## src/rtl/hilo_muldiv_unit.sv

```systemverilog
// hilo_muldiv_unit
// EX-stage HI/LO register unit. Captures MULT products and MTHI/MTLO data.
// It runs DIV/DIVU on a 32-step radix-2 restoring divider and exports HI/LO for MFHI/MFLO.
// While a division is in flight, the unit requests a stall.
//
// Ports
//   clk, rst_n       clock, asynchronous active-low reset
//   hilo_valid       hilo_op is valid this cycle
//   hilo_op[2:0]     000 none, 001 MULT, 010 MTHI, 011 MTLO, 100 DIV, 101 DIVU
//   mul_hi, mul_lo   ALU product halves (MULT)
//   op_a, op_b       dividend/divisor (DIV/DIVU); op_a is MTHI/MTLO data
//   cancel           exception flush; suppresses an IDLE op, aborts a division
//   Hi_out, Lo_out   HI/LO registers
//   busy             divider not idle
//   stall_req        busy, or a DIV/DIVU being issued this cycle
//   div_done         one-cycle pulse after a division result is written
//   div_zero         last completed division had a zero divisor
module hilo_muldiv_unit #(
  parameter int unsigned DIV_ITERS = 32
) (
  input  logic        clk,
  input  logic        rst_n,
  input  logic        hilo_valid,
  input  logic [2:0]  hilo_op,
  input  logic [31:0] mul_hi,
  input  logic [31:0] mul_lo,
  input  logic [31:0] op_a,
  input  logic [31:0] op_b,
  input  logic        cancel,
  output logic [31:0] Hi_out,
  output logic [31:0] Lo_out,
  output logic        busy,
  output logic        stall_req,
  output logic        div_done,
  output logic        div_zero
);

  localparam logic [2:0] OpMult = 3'b001;
  localparam logic [2:0] OpMthi = 3'b010;
  localparam logic [2:0] OpMtlo = 3'b011;
  localparam logic [2:0] OpDiv  = 3'b100;
  localparam logic [2:0] OpDivu = 3'b101;
  localparam logic [5:0] LastIter = 6'(DIV_ITERS - 1);

  typedef enum logic [1:0] {StIdle, StCalc, StFix} state_e;

  state_e      r_state, w_state_next;
  logic [31:0] r_hi, r_lo;
  logic [31:0] r_rem, r_quo, r_div;
  logic [5:0]  r_cnt;
  logic        r_qsign, r_rsign;
  logic        r_done, r_zero;

  logic        w_is_div, w_accept, w_signed;
  logic [31:0] w_abs_a, w_abs_b;
  logic [32:0] w_trial;
  logic [31:0] w_quo_fix, w_rem_fix;

  assign w_is_div = (hilo_op == OpDiv) || (hilo_op == OpDivu);
  assign w_signed = (hilo_op == OpDiv);
  assign w_accept = (r_state == StIdle) && hilo_valid && w_is_div && !cancel;

  // |0x80000000| wraps back to 0x80000000, which is the correct unsigned magnitude.
  assign w_abs_a = (w_signed && op_a[31]) ? (~op_a + 32'd1) : op_a;
  assign w_abs_b = (w_signed && op_b[31]) ? (~op_b + 32'd1) : op_b;

  // Trial subtract on the shifted partial remainder; bit 32 is the borrow.
  assign w_trial = {r_rem, r_quo[31]} - {1'b0, r_div};

  assign w_quo_fix = r_qsign ? (~r_quo + 32'd1) : r_quo;
  assign w_rem_fix = r_rsign ? (~r_rem + 32'd1) : r_rem;

  always_comb begin
    w_state_next = r_state;
    unique case (r_state)
      StIdle: if (w_accept) w_state_next = StCalc;
      StCalc: begin
        if (cancel) w_state_next = StIdle;
        else if (r_cnt == LastIter) w_state_next = StFix;
      end
      StFix:  w_state_next = StIdle;
      default: w_state_next = StIdle;
    endcase
  end

  always_ff @(posedge clk or negedge rst_n) begin
    if (!rst_n) r_state <= StIdle;
    else        r_state <= w_state_next;
  end

  always_ff @(posedge clk or negedge rst_n) begin
    if (!rst_n) begin
      r_hi    <= '0;
      r_lo    <= '0;
      r_rem   <= '0;
      r_quo   <= '0;
      r_div   <= '0;
      r_cnt   <= '0;
      r_qsign <= 1'b0;
      r_rsign <= 1'b0;
      r_done  <= 1'b0;
      r_zero  <= 1'b0;
    end else begin
      r_done <= 1'b0;
      unique case (r_state)
        StIdle: begin
          if (hilo_valid && !cancel) begin
            case (hilo_op)
              OpMult: begin
                r_hi <= mul_hi;
                r_lo <= mul_lo;
              end
              OpMthi: r_hi <= op_a;
              OpMtlo: r_lo <= op_a;
              OpDiv, OpDivu: begin
                r_quo   <= w_abs_a;
                r_div   <= w_abs_b;
                r_rem   <= '0;
                r_cnt   <= '0;
                r_qsign <= w_signed && (op_a[31] ^ op_b[31]);
                r_rsign <= w_signed && op_a[31];
                r_zero  <= (op_b == 32'd0);
              end
              default: ;
            endcase
          end
        end
        StCalc: begin
          if (!cancel) begin
            if (!w_trial[32]) begin
              r_rem <= w_trial[31:0];
              r_quo <= {r_quo[30:0], 1'b1};
            end else begin
              r_rem <= {r_rem[30:0], r_quo[31]};
              r_quo <= {r_quo[30:0], 1'b0};
            end
            r_cnt <= r_cnt + 6'd1;
          end
        end
        StFix: begin
          if (!cancel) begin
            r_lo   <= w_quo_fix;
            r_hi   <= w_rem_fix;
            r_done <= 1'b1;
          end
        end
        default: ;
      endcase
    end
  end

  assign Hi_out    = r_hi;
  assign Lo_out    = r_lo;
  assign busy      = (r_state != StIdle);
  assign stall_req = busy || (hilo_valid && w_is_div && !cancel);
  assign div_done  = r_done;
  assign div_zero  = r_zero;

endmodule

```

## config.mk

```make
export PLATFORM = sky130hd
export DESIGN_NAME = hilo_muldiv_unit
export DESIGN_NICKNAME = d
export VERILOG_FILES = /design/src/rtl/hilo_muldiv_unit.sv
export SDC_FILE = /design/constraint.sdc
export NUM_CORES = 1
export LEC_CHECK = 0
export CORE_MARGIN = 5
export CORE_UTILIZATION = 59
export CTS_CLUSTER_DIAMETER = 150
export DETAILED_ROUTE_END_ITERATION = 7
export GPL_TIMING_DRIVEN = 1
export PLACE_DENSITY = 0.87
export SYNTH_ARGS = -nofsm -noshare
export SYNTH_HDL_FRONTEND = slang
export SYNTH_SLANG_ARGS = --single-unit
```

## constraint.sdc

```tcl
create_clock -name clk -period 4.5 [get_ports clk]
set_input_delay 0.9 -clock clk [delete_from_list [all_inputs] [get_ports clk]]
set_output_delay 0.9 -clock clk [all_outputs]
set_load 0.02 [all_outputs]
```

# == Yosys cells after proc, flatten, opt, wreduce, memory -nomap -nowiden ==
# Cells that the tools add are included.
# word_totals
word_cells,93
out_inout_bits,68
regBits,172
# op_classes
n_eq_ne,16
add_sub_neg,6
reduce_logical,23
muxes,32
bitwise_logic,5
# ops
op,count
32-bit 2-to-1 mux,15
32-bit case mux with 2 select lines,6
32-bit by 1-bit adder with 32-bit output (second input constant),4
32-bit NOT,4
33-bit by 32-bit subtractor with 33-bit output,1
32-bit zero test,1
6-bit 2-to-1 mux,3
6-bit case mux with 2 select lines,1
4-bit AND reduction,3
1-bit logical AND,9
6-bit by 1-bit adder with 6-bit output (second input constant),1
3-bit by 2-bit == test with 1-bit output (second input constant),2
3-bit == test (second input constant),2
6-bit by 5-bit == test with 1-bit output (second input constant),1
2-bit 2-to-1 mux,3
2-bit != test (second input constant),3
3-bit by 1-bit != test with 1-bit output (second input constant),2
2-bit nonzero test,3
2-bit by 1-bit != test with 1-bit output (second input constant),2
2-bit case mux with 2 select lines,1
3-bit by 1-bit == test with 1-bit output (second input constant),1
1-bit 2-to-1 mux,3
3-bit != test (second input constant),1
3-bit AND reduction,1
other kinds (8),9

# == Logic depth before layout (Yosys ltp) ==
# depth
ltp_word,6
mapped_depth,13
depth_no_buf,12

# == Worst setup path before layout ==
# No wires, ideal clock.
# synth_path
kind,input to register
from,input port op_b[6]
to,register r_div[27]
path_buffers,0
setup_slack_ns,1.581
t_arrival_ns,2.786
setup_ns,0.133
stages,9
path_cell_list,or4_4 > nor3b_1 > nand2_1 > nor4_1 > and2_1 > and3b_1 > a21oi_1 > xnor2_1 > o21ai_0
# synth_between
elab_chain_cells,3
# synth_rtl
item,line,source
from (decl),28,"input logic [31:0] op_b,"
32-bit NOT,65,assign w_abs_b = (w_signed && op_b[31]) ? (~op_b + 32'd1) : op_b;
32-bit by 1-bit adder with 32-bit output,65,
32-bit 2-to-1 mux,65,
to (signal assigned),117,r_div <= w_abs_b;
to (decl),49,"logic [31:0] r_rem, r_quo, r_div;"
# Every way passes these cells.
# A chain may end at the register's enable or synchronous reset.

# == Worst setup path in the final report ==
# layout_path
from,register r_rem[0]
to,register r_rem[10]
# layout_between
elab_chain_cells,4
# layout_rtl
item,line,source
from (decl),49,
from (signal assigned),131,r_rem <= w_trial[31:0];
from (signal assigned),134,"r_rem <= {r_rem[30:0], r_quo[31]};"
33-bit by 32-bit subtractor with 33-bit output,68,"assign w_trial = {r_rem, r_quo[31]} - {1'b0, r_div};"
32-bit 2-to-1 mux,130,if (!w_trial[32]) begin
32-bit 2-to-1 mux,129,if (!cancel) begin
32-bit case mux with 2 select lines,105,unique case (r_state)
# Every way passes these cells. The select of a mux whose other input is x is not followed.

==> key figures <==
Clock network
  • CTS tree: done
  • CTS Hold Bufs: 0
  • H-tree depth: 4
  • Clock Path Buffers: 2
  • CTS buffer count: 17
  • CTS root buf: clkbuf_16
  • Postcts setup bufs: 0
  • Clock Latency Late Sink: 0.45 ns
  • Clock slew at reported path FFs: 0.08 ns
  • Clock Sinks: roughly 170
  • CTS resizes: 0

Final layout
  • Non-filler cells in the finished layout: 1972
  • Most frequent cells in the layout: nand2_1, clkdlybuf4s50_1, o21ai_0
  • Commonest non-fill, non-tap cell in the layout: nand2_1
  • Multi-input logic area: between 7000 and 8000 µm²
  • Share of layout cells above drive strength 1: 4.779%
  • Register area: 4304 µm²
  • Filler instances: 1565
  • Final #Nets: 1855
  • P&R area growth vs syn: 21.92%

Worst setup path
  • R2r worst-path depth: 12
  • Worst path slowest cell: dfrtp_1
  • CP max stage delay: 0.51 ns
  • Critical path buffers and inverters: 2
  • Kind of critical path: reg -> reg
  • CP Data Arrival Time: 3.89 ns
  • Setup crit end kind: register
  • Cell depth of the worst setup path: 12
  • Crit path max fanout: 30
  • Worst Path Required: roughly 4.8 ns
  • Crit path cell chain: inv_1 -> fa_1 -> nand2b_1 -> a21oi_1 -> o211ai_1 -> a31oi_2 -> o221a_4 -> o21ai_4 -> xnor2_4 -> buf_12 -> mux2i_1 -> o21ai_1
  • CP Launch Type: register
  • Worst path top cell family by delay: compound AO/OA/AOI/OAI gates

STA
  • Worst Tran Pin Value: 1.033 ns
  • Slew Viols, Final: 0
  • Fin crit period: 3.587 ns
  • Max_slew headroom: 31.14%
  • Setup Total Neg Slack: 0 ns
  • Layout Skew: 0.01226 ns
  • Fmax: 278.8 MHz
  • RSZ-0062 raised after global routing: no
  • Final setup vio count: 0
  • Final Hold Fails: 0
  • Fin crit share: approximately four fifths

Place
  • I/O Buffers: 202
  • GP Congestion: 0.9826
  • Dpl cells: 1938
  • DP HPWL: 28.41 mm

Synth
  • Top FF cell, synth: dfrtp_1
  • Mean Syn Cell Area: 8.206 µm²
  • Post-synth EDFFs: 0
  • Mapped Area: 12560 µm²
  • Synth area leaders: dfrtp_1, mux2i_1, o21ai_0, xnor2_1, nand2_1
  • Yosys warning total: 0
  • Post-synthesis register bit count: 172
  • Syn Inst Count: 1530
  • Post-synth top area share: between 30% and 40%
  • Largest area contributor in the netlist: dfrtp_1
  • Synth async-reset ratio: 100.0%
  • Post-synth net total: 1703
  • Cell variety after synth: 77
  • Register area share after synthesis: 34.28%

Global routing
  • First-pass GRT wire length: a little under 60 mm
  • Total grt overflow: 0
  • Largest net degree at the start of global routing: 90
  • Initial antenna violation count: 2
  • Vias in the first global route: 11420
  • Total global-route track usage: between 30 and 40%

Detailed routing
  • First drt pass iteration count: 6
  • Drt via density: 6.071
  • Post-route DRC: 0
  • 1st-iter DRT viols: 1106
  • Via count: 11970
  • Routed wl met3: 3.435 mm
  • Met1 wire length: 14.80 mm
  • Post-DRT Antenna Nets: 0
  • Highest Signal Layer: met5
  • Final wirelength: approximately 37 mm
  • Met2 wire length: roughly 18 mm
  • Routed WL per cell: 18.97 µm

Hold path
  • Hold Crit Class: in -> async

Floorplan
  • Top-Level Pins: ~200
  • Die Y: 155.9 µm
  • # rows: 53
  • Core area: 21020 µm²
  • Initial Util: around three fifths
  • Die width: 155.9 µm
  • Die area: 24300 µm²

Power
  • Psw: 0.004292 W
  • Int Pwr: 0.005163 W
  • Logic gate share of total power: 54.8%
  • Clk pwr share: 15.3%
  • Sw Ratio: 45.39%
  • Leakage: ~6.6 nW
  • Reg power frac: roughly 30%
  • Worst vdd ir: 0.3872 mV
  • Pwr/cell area: 617.6 nW/µm²

Status
  • Status: finished, final reports clean

Run
  • Max_cap viols: 0
synthesized netlist by cell type (3+ instances only):
| master | count |
|---|---|
| a22oi_1 | 19 |
| nand3b_1 | 4 |
| nor2_1 | 130 |
| a21oi_1 | 128 |
| and2_1 | 6 |
| clkbuf_1 | 71 |
| nor3b_1 | 4 |
| or4_1 | 7 |
| o22ai_1 | 3 |
| dfrtp_1 | 172 |
| a21o_1 | 18 |
| and3_1 | 5 |
| a211oi_1 | 3 |
| nand4_1 | 4 |
| a31oi_1 | 7 |
| o21ai_0 | 184 |
| xnor2_1 | 101 |
| nand2b_1 | 17 |
| buf_2 | 3 |
| ha_1 | 37 |
| or4_4 | 3 |
| o41ai_1 | 14 |
| a22o_1 | 3 |
| o21a_1 | 7 |
| nand3_1 | 19 |
| xor2_1 | 47 |
| nand2_1 | 204 |
| o211ai_1 | 6 |
| o31ai_1 | 18 |
| buf_6 | 5 |
| or3_1 | 6 |
| nor2b_1 | 5 |
| nor3_1 | 30 |
| or2_2 | 5 |
| buf_1 | 3 |
| inv_1 | 55 |
| o21ai_1 | 26 |
| mux2i_1 | 93 |
| nor4_1 | 11 |
registers in the layout (all words and copies together), names as in the netlist:
name and count:
r_qsign 1, Hi_out 32, r_rsign 1, r_quo 32, div_done 1, r_rem 32, r_div 32, r_state 2
div_zero 1, r_cnt 6, Lo_out 32
per-layer routing:
metal	up-vias	GRT usage, %
met5	-	0
met4	2	12.34
met3	92	5.631
met2	603	50.77
met1	5567	38.71
li1	5708	-
cell families after synthesis:
kind of cell,after synthesis,synth area share [%]
buf+inv,137,4.424
xor+xnor,149,10.54
simple gates,473,17.26
mux,95,7.593
compound gates,466,22.05
fa+ha+maj,38,3.847
flops,172,34.28
per-stage QoR:
step	util [%]	instance area [µm²]	setup WS [ns]	hold slack (ns)	total power [W]
2_1_floorplan	-	12560	1.581	0.4498	0.006417
3_3_place_gp	70.07	14730	0.7312	0.4598	0.007700
3_5_place_dp	70.07	14730	0.7037	0.4720	0.007900
4_1_cts	72.80	15300	0.9570	0.4669	0.009389
5_1_grt	72.81	15310	0.6965	0.4842	0.01012
6_report	72.82	15310	0.9129	0.4284	0.009454
layout make-up:
type	instances	share of cell area, %
multi-input cells	1221	50.41
flip-flops and latches	172	28.12
repair buffers	215	14.10
clock buffers	17	2.779
well taps	275	2.248
inverters	55	1.349
clock inverters	15	0.9645
diodes	2	0.03269
worst paths after layout:
check,startpoint,to,slack (ns)
setup / recovery,r_rem[0],r_rem[10],0.91
hold / removal,rst_n,Lo_out[6],0.43
setup reg to reg,r_rem[0],r_rem[10],0.91
hold reg to reg,Hi_out[5],Hi_out[5],0.48
max in group asynchronous,rst_n,r_rem[15],3.10
min in group clk,Hi_out[5],Hi_out[5],0.48
power by group through the flow:
| stage | Sequential [W] | Combinational, W | Clock [W] |
|---|---|---|---|
| detailed placement | 0.00283 | 0.00507 | 0 |
| CTS | 0.00280 | 0.00514 | 0.00145 |
| floorplan | 0.00284 | 0.00358 | 0 |
| global route | 0.00290 | 0.00569 | 0.00153 |
| global placement | 0.00279 | 0.00491 | 0 |
| finish | 0.00283 | 0.00518 | 0.00144 |
Note: power is estimated with default switching activity, not from simulation.
==> patch 1 (same settings) <==
Reset style: synchronous (`rst_n`), changed in 2 clocked blocks. Comments in the files are not updated.
--- a/src/rtl/hilo_muldiv_unit.sv
+++ b/src/rtl/hilo_muldiv_unit.sv
@@ -83,12 +83,12 @@
     endcase
   end
 
-  always_ff @(posedge clk or negedge rst_n) begin
+  always_ff @(posedge clk) begin
     if (!rst_n) r_state <= StIdle;
     else        r_state <= w_state_next;
   end
 
-  always_ff @(posedge clk or negedge rst_n) begin
+  always_ff @(posedge clk) begin
     if (!rst_n) begin
       r_hi    <= '0;
       r_lo    <= '0;
Check against the original RTL: differs if rst_n is asserted again (counterexample within 4 cycles, from zero or initial values and one cycle with rst_n low); with rst_n held inactive, the same outputs for 4 cycles.
==> patch 1 against the original RTL <==
Sequential cell count stayed put. Wire length is 2.3% lower. Critical path type unchanged. Non-clock buffer count is 10 higher. Utilization is 0.29 points lower. Setup slack worse by 0.051 ns. Final area is 1.3% lower. Synthesized area is 1.6% lower.
Power is not compared: it rests on default switching activity, and its combinational part moved more than twofold at a synthesized area within 25%.
==> patch 1: results (changes against the original RTL) <==
- Outcome: complete, no violations
- Nets@finish: 1,910 (+3.0%)
- GRT Overall Usage: 29.4% (-0.84 points)
- Worst reg2reg setup slack: 0.86 ns (-0.05 ns)
- Setup crit end: r_rem[11]$_SDFFE_PN0P_
- Worst Path Max Fanout: 31 (+3.3%)
- Share of layout cells above drive strength 1: 4.57% (-0.21 points)
- Vias per Instance: 6.17 (+1.7%)
- Largest net degree at the start of global routing: 85 (-5.6%)
- Critical path data arrival time: 3.92 ns (+0.03 ns)
- Worst-Margin Slew: 1.14 ns (+0.111 ns)
- Post-synthesis cell type count: 69 (-10%)
- Initial drt markers: 1,092 (-1.3%)
- Met3 wire len: 2960 µm (-14%)
- First-pass GRT wire length: 58,800 µm (-0.51%)
- Worst R2R Start: r_quo[31]$_SDFFE_PN0P_
- Placer congestion estimate: 0.924 (-6.0%)
- Hpwl dp: 27,500 µm (-3.3%)
- Seq/Total Area, Yosys: 27.9% (-6.4 points)
- Initial antenna violation count: 0 (-2)
- Setup Skew: 0.0104 ns (-0.00182 ns)
- Mean Syn Cell Area: 7.72 µm² (-5.9%)
- Synthesized Nets: 1,773 (+4.1%)
- Cells after DPL: 1,993 (+2.8%)
- Highest metal used: met4
- Placed inst area: 14,500 µm² (-1.4%)
- Wire length per cell: 18.1 µm (-4.8%)
- Routed wire length: 36,600 µm (-2.3%)
- Class of the worst hold path: reg -> reg
- Vias in the first global route: 11,900 (+4.4%)
[patch 1: cell count changes after synthesis, moves of 42 or more]
| cell | before | now |
|---|---|---|
| o211ai_1 | 6 | 68 |
| a21boi_0 | 2 | 57 |
| dfrtp_1 | 172 | 0 |
| nor2_1 | 130 | 58 |
| dfxtp_1 | 0 | 172 |
| o21ai_0 | 184 | 125 |
| a21oi_1 | 128 | 86 |
[patch 1: cell type report]
cell class                      instances  area (µm²)
Clock buffer                           18         429
Tap cell                              275         344
Multi-Input combinational cell       1270        8340
Clock inverter                         14         149
Inverter                               51         191
Timing Repair Buffer                  225        2200
Sequential cell                       172        3440
Fill cell                            1595        5720
[patch 1: critical path: stages (launching register included)]
cell,delay [ns]
dfxtp_1,0.43
inv_1,0.11
ha_1,0.24
fa_1,0.39
nand2b_1,0.18
a21oi_1,0.30
o21ai_1,0.20
a21oi_1,0.26
o311ai_1,0.18
nor3_4,0.21
buf_4,0.39
buf_4,0.26
mux2i_1,0.21
o21ai_0,0.11
[patch 1: how the worst min path moves through the flow]
stage | end | slack [ns] | depth (start not counted)
2_1_floorplan | r_state[1]$_SDFFE_PN0P_ | 0.43 | 1
3_3_place_gp | r_state[1]$_SDFFE_PN0P_ | 0.44 | 1
3_5_place_dp | Hi_out[18]$_SDFFE_PN0P_ | 0.46 | 2
4_1_cts | Hi_out[28]$_SDFFE_PN0P_ | 0.46 | 2
5_1_grt | Hi_out[28]$_SDFFE_PN0P_ | 0.48 | 2
6_report | Hi_out[18]$_SDFFE_PN0P_ | 0.46 | 2
[patch 1: cells by family (layout without fill, tap and decap cells)]
kind of cell	after synthesis	after routing	synth area share [%]
buffers and inverters	158	308	4.89
multiplexers	84	84	6.84
adder cells (fa/ha/maj)	38	38	3.91
flip-flops	172	172	27.9
AO/OA/AOI/OAI	488	488	26.1
XOR/XNOR	144	144	10.2
AND/OR/NAND/NOR	516	516	20.1
[patch 1: metal layers]
metal	vias to the layer above	track usage, %
met4	0	9.59
met3	91	5.57
met5	-	0
met2	554	51.3
met1	5835	36.6
li1	6019	-
[patch 1: power by group]
group | switching [µW] | internal, µW
combinational | 473 | 428
clock | 651 | 817
sequential | 35.2 | 1560
[patch 1: stage by stage]
stage	setup WS (ns)	power, µW	util [%]
floorplan	1.44	2180	-
global placement	0.736	2490	69.8
detailed placement	0.640	2510	69.8
CTS	0.915	3950	72.5
global route	0.670	4110	72.5
finish	0.862	3960	72.5
==> patch 2 (same settings) <==
Made on the original files. Change the parameter `DIV_ITERS` from 32 to 24.
--- a/src/rtl/hilo_muldiv_unit.sv
+++ b/src/rtl/hilo_muldiv_unit.sv
@@ -16,7 +16,7 @@
 //   div_done         one-cycle pulse after a division result is written
 //   div_zero         last completed division had a zero divisor
 module hilo_muldiv_unit #(
-  parameter int unsigned DIV_ITERS = 32
+  parameter int unsigned DIV_ITERS = 24
 ) (
   input  logic        clk,
   input  logic        rst_n,
Formal check against the unedited RTL: same outputs for any inputs over 4 cycles, from zero or initial values and one cycle with rst_n low; that may be too few to reach the edited logic, so the function may still have changed.
==> patch 2 against the original RTL <==
Final area decreased by 1.5%. Via count decreased by 3.8%. Count of clock-buffer cells in the layout increased by 5. Synthesized area decreased by 2.0%. Power decreased by 3.5%. Setup slack got worse by 0.29 ns. Wire length decreased by 7.4%. Non-clock buffer count increased by 5. Critical path depth unchanged. Sequential cell count unchanged.
==> patch 2: results (changes against the original RTL) <==
- Vias per Instance: 5.91 (-2.6%)
- Cells after DPL: 1,915 (-1.2%)
- Post-synthesis mux area share: 7.41% (-0.18 points)
- Setup ws final: 0.627 ns (-0.286 ns)
- CP Launch Point: r_rem[8]$_DFFE_PN0P_
- Most frequent cells after synthesis: nand2_1 (267), dfrtp_1 (172), o21ai_1 (171), xnor2_1 (104), o21ai_0 (96)
- Yosys warns: 0 (unchanged)
- Initial drt markers: 957 (-13%)
- Share of layout cells above drive strength 1: 3.76% (-1.0 points)
- Synth Area in Adders: 3.92% (+0.077 points)
- Placed inst area: 14,500 µm² (-1.7%)
- Critical path data arrival time: 4.19 ns (+0.30 ns)
- GRT Overall Usage: 28.3% (-2.0 points)
- Iteration count of the initial detailed-routing pass: 5 (-1)
- Highest metal used: met5
- FFs w/ async S/R, synth: 100% (unchanged)
- Met2 routed WL: 16,700 µm (-5.6%)
- Vias in the first global route: 11,100 (-3.2%)
- Worst Path Max Fanout: 35 (+17%)
- Worst IR Drop VDD: 0.000333 V (-14%)
- Setup Skew: 0.00982 ns (-0.00244 ns)
- Met3 wire len: 2640 µm (-23%)
- Largest net degree at the start of global routing: 103 (+14%)
- Synth Area in XOR/XNOR: 10.8% (+0.28 points)
- Worst-Skew Late Latency: 0.43 ns (-0.02 ns)
- Post-Place Worst Slack: 0.409 ns (-0.295 ns)
- Combinational power: 4860 µW (-6.2%)
- FF/Latch Area: 4300 µm² (unchanged)
- GR Layer Usage met3: 4.78% (-0.85 points)
- Seq/Total Area, Yosys: 35.0% (+0.69 points)
- P_clk: 1490 µW (+3%)
- First-pass GRT wire length: 55,300 µm (-6.4%)
- Sw frac: 43.3% (-2.1 points)
- R2R Path End: r_rem[2]$_DFFE_PN0P_
- Synthesized Nets: 1,687 (-0.94%)
- Worst reg2reg setup slack: 0.63 ns (-0.29 ns)
- Class of the worst hold path: reg -> reg
- Clk buf depth: 2 (unchanged)
- Routed wire length: 34,700 µm (-7.4%)
- Post-synthesis cell type count: 61 (-21%)
- Synth top area cells: dfrtp_1 (35%), nand2_1 (8.1%), xnor2_1 (7.4%), mux2i_1 (7.3%), o21ai_1 (7.0%)
- Worst rel slew slack: 18.1% (-13 points)
- Met1 wire length: 14,100 µm (-4.4%)
- Hold depth: 2
- Static Leak: 0.00654 µW (-1.4%)
- Nets@finish: 1,837 (-0.97%)
- Hold Worst Slack: 0.479 ns (+0.0509 ns)
- Mean Syn Cell Area: 8.13 µm² (-0.94%)
- Outcome: complete, no violations
- Seq pwr: 2770 µW (-2%)
- Met1 usage: 36.1% (-2.6 points)
- Placer congestion estimate: 0.955 (-2.8%)
- Post-synthesis compound-gate area fraction: 21.2% (-0.81 points)
- Clk pin slew, worst setup/hold paths: 0.07 ns
- Grt met2 use: 48.4% (-2.4 points)
- Total CTS buffers: 17 (unchanged)
- Hpwl dp: 25,900 µm (-8.7%)
- Vias: 11,500 (-3.8%)
## patch 2: cell types whose count changed in the layout (fill, tap and decap cells not counted), sizes merged, moves of 4 or more
cell / delta
nand2: +63
nor2: -63
a21oi: -59
o21ai: +56
inv: -17
o31ai: +8
nor3: -6
buf: +5
clkbuf: +5
a31oi: -4
nand2b: +4
nand3b: +4
o41ai: -4
## patch 2: worst max-delay path, cell delays in order, from the launching register on
cell	delay [ns]
dfrtp_1	0.50
ha_1	0.49
nand3_1	0.10
or4_1	0.54
a21oi_1	0.19
o2111ai_1	0.21
a21oi_2	0.25
o2111ai_2	0.20
a31oi_4	0.22
xor2_4	0.15
buf_4	0.49
nand4_1	0.19
o311ai_1	0.19
## patch 2: cell type report
type,count,share of cell area (%)
Antenna cell,1,0.0166
Clock buffer,22,3.15
Clock inverter,10,0.763
Inverter,47,1.17
Multi-Input combinational cell,1206,49.6
Sequential cell,172,28.5
Tap cell,270,2.24
Timing Repair Buffer,220,14.5
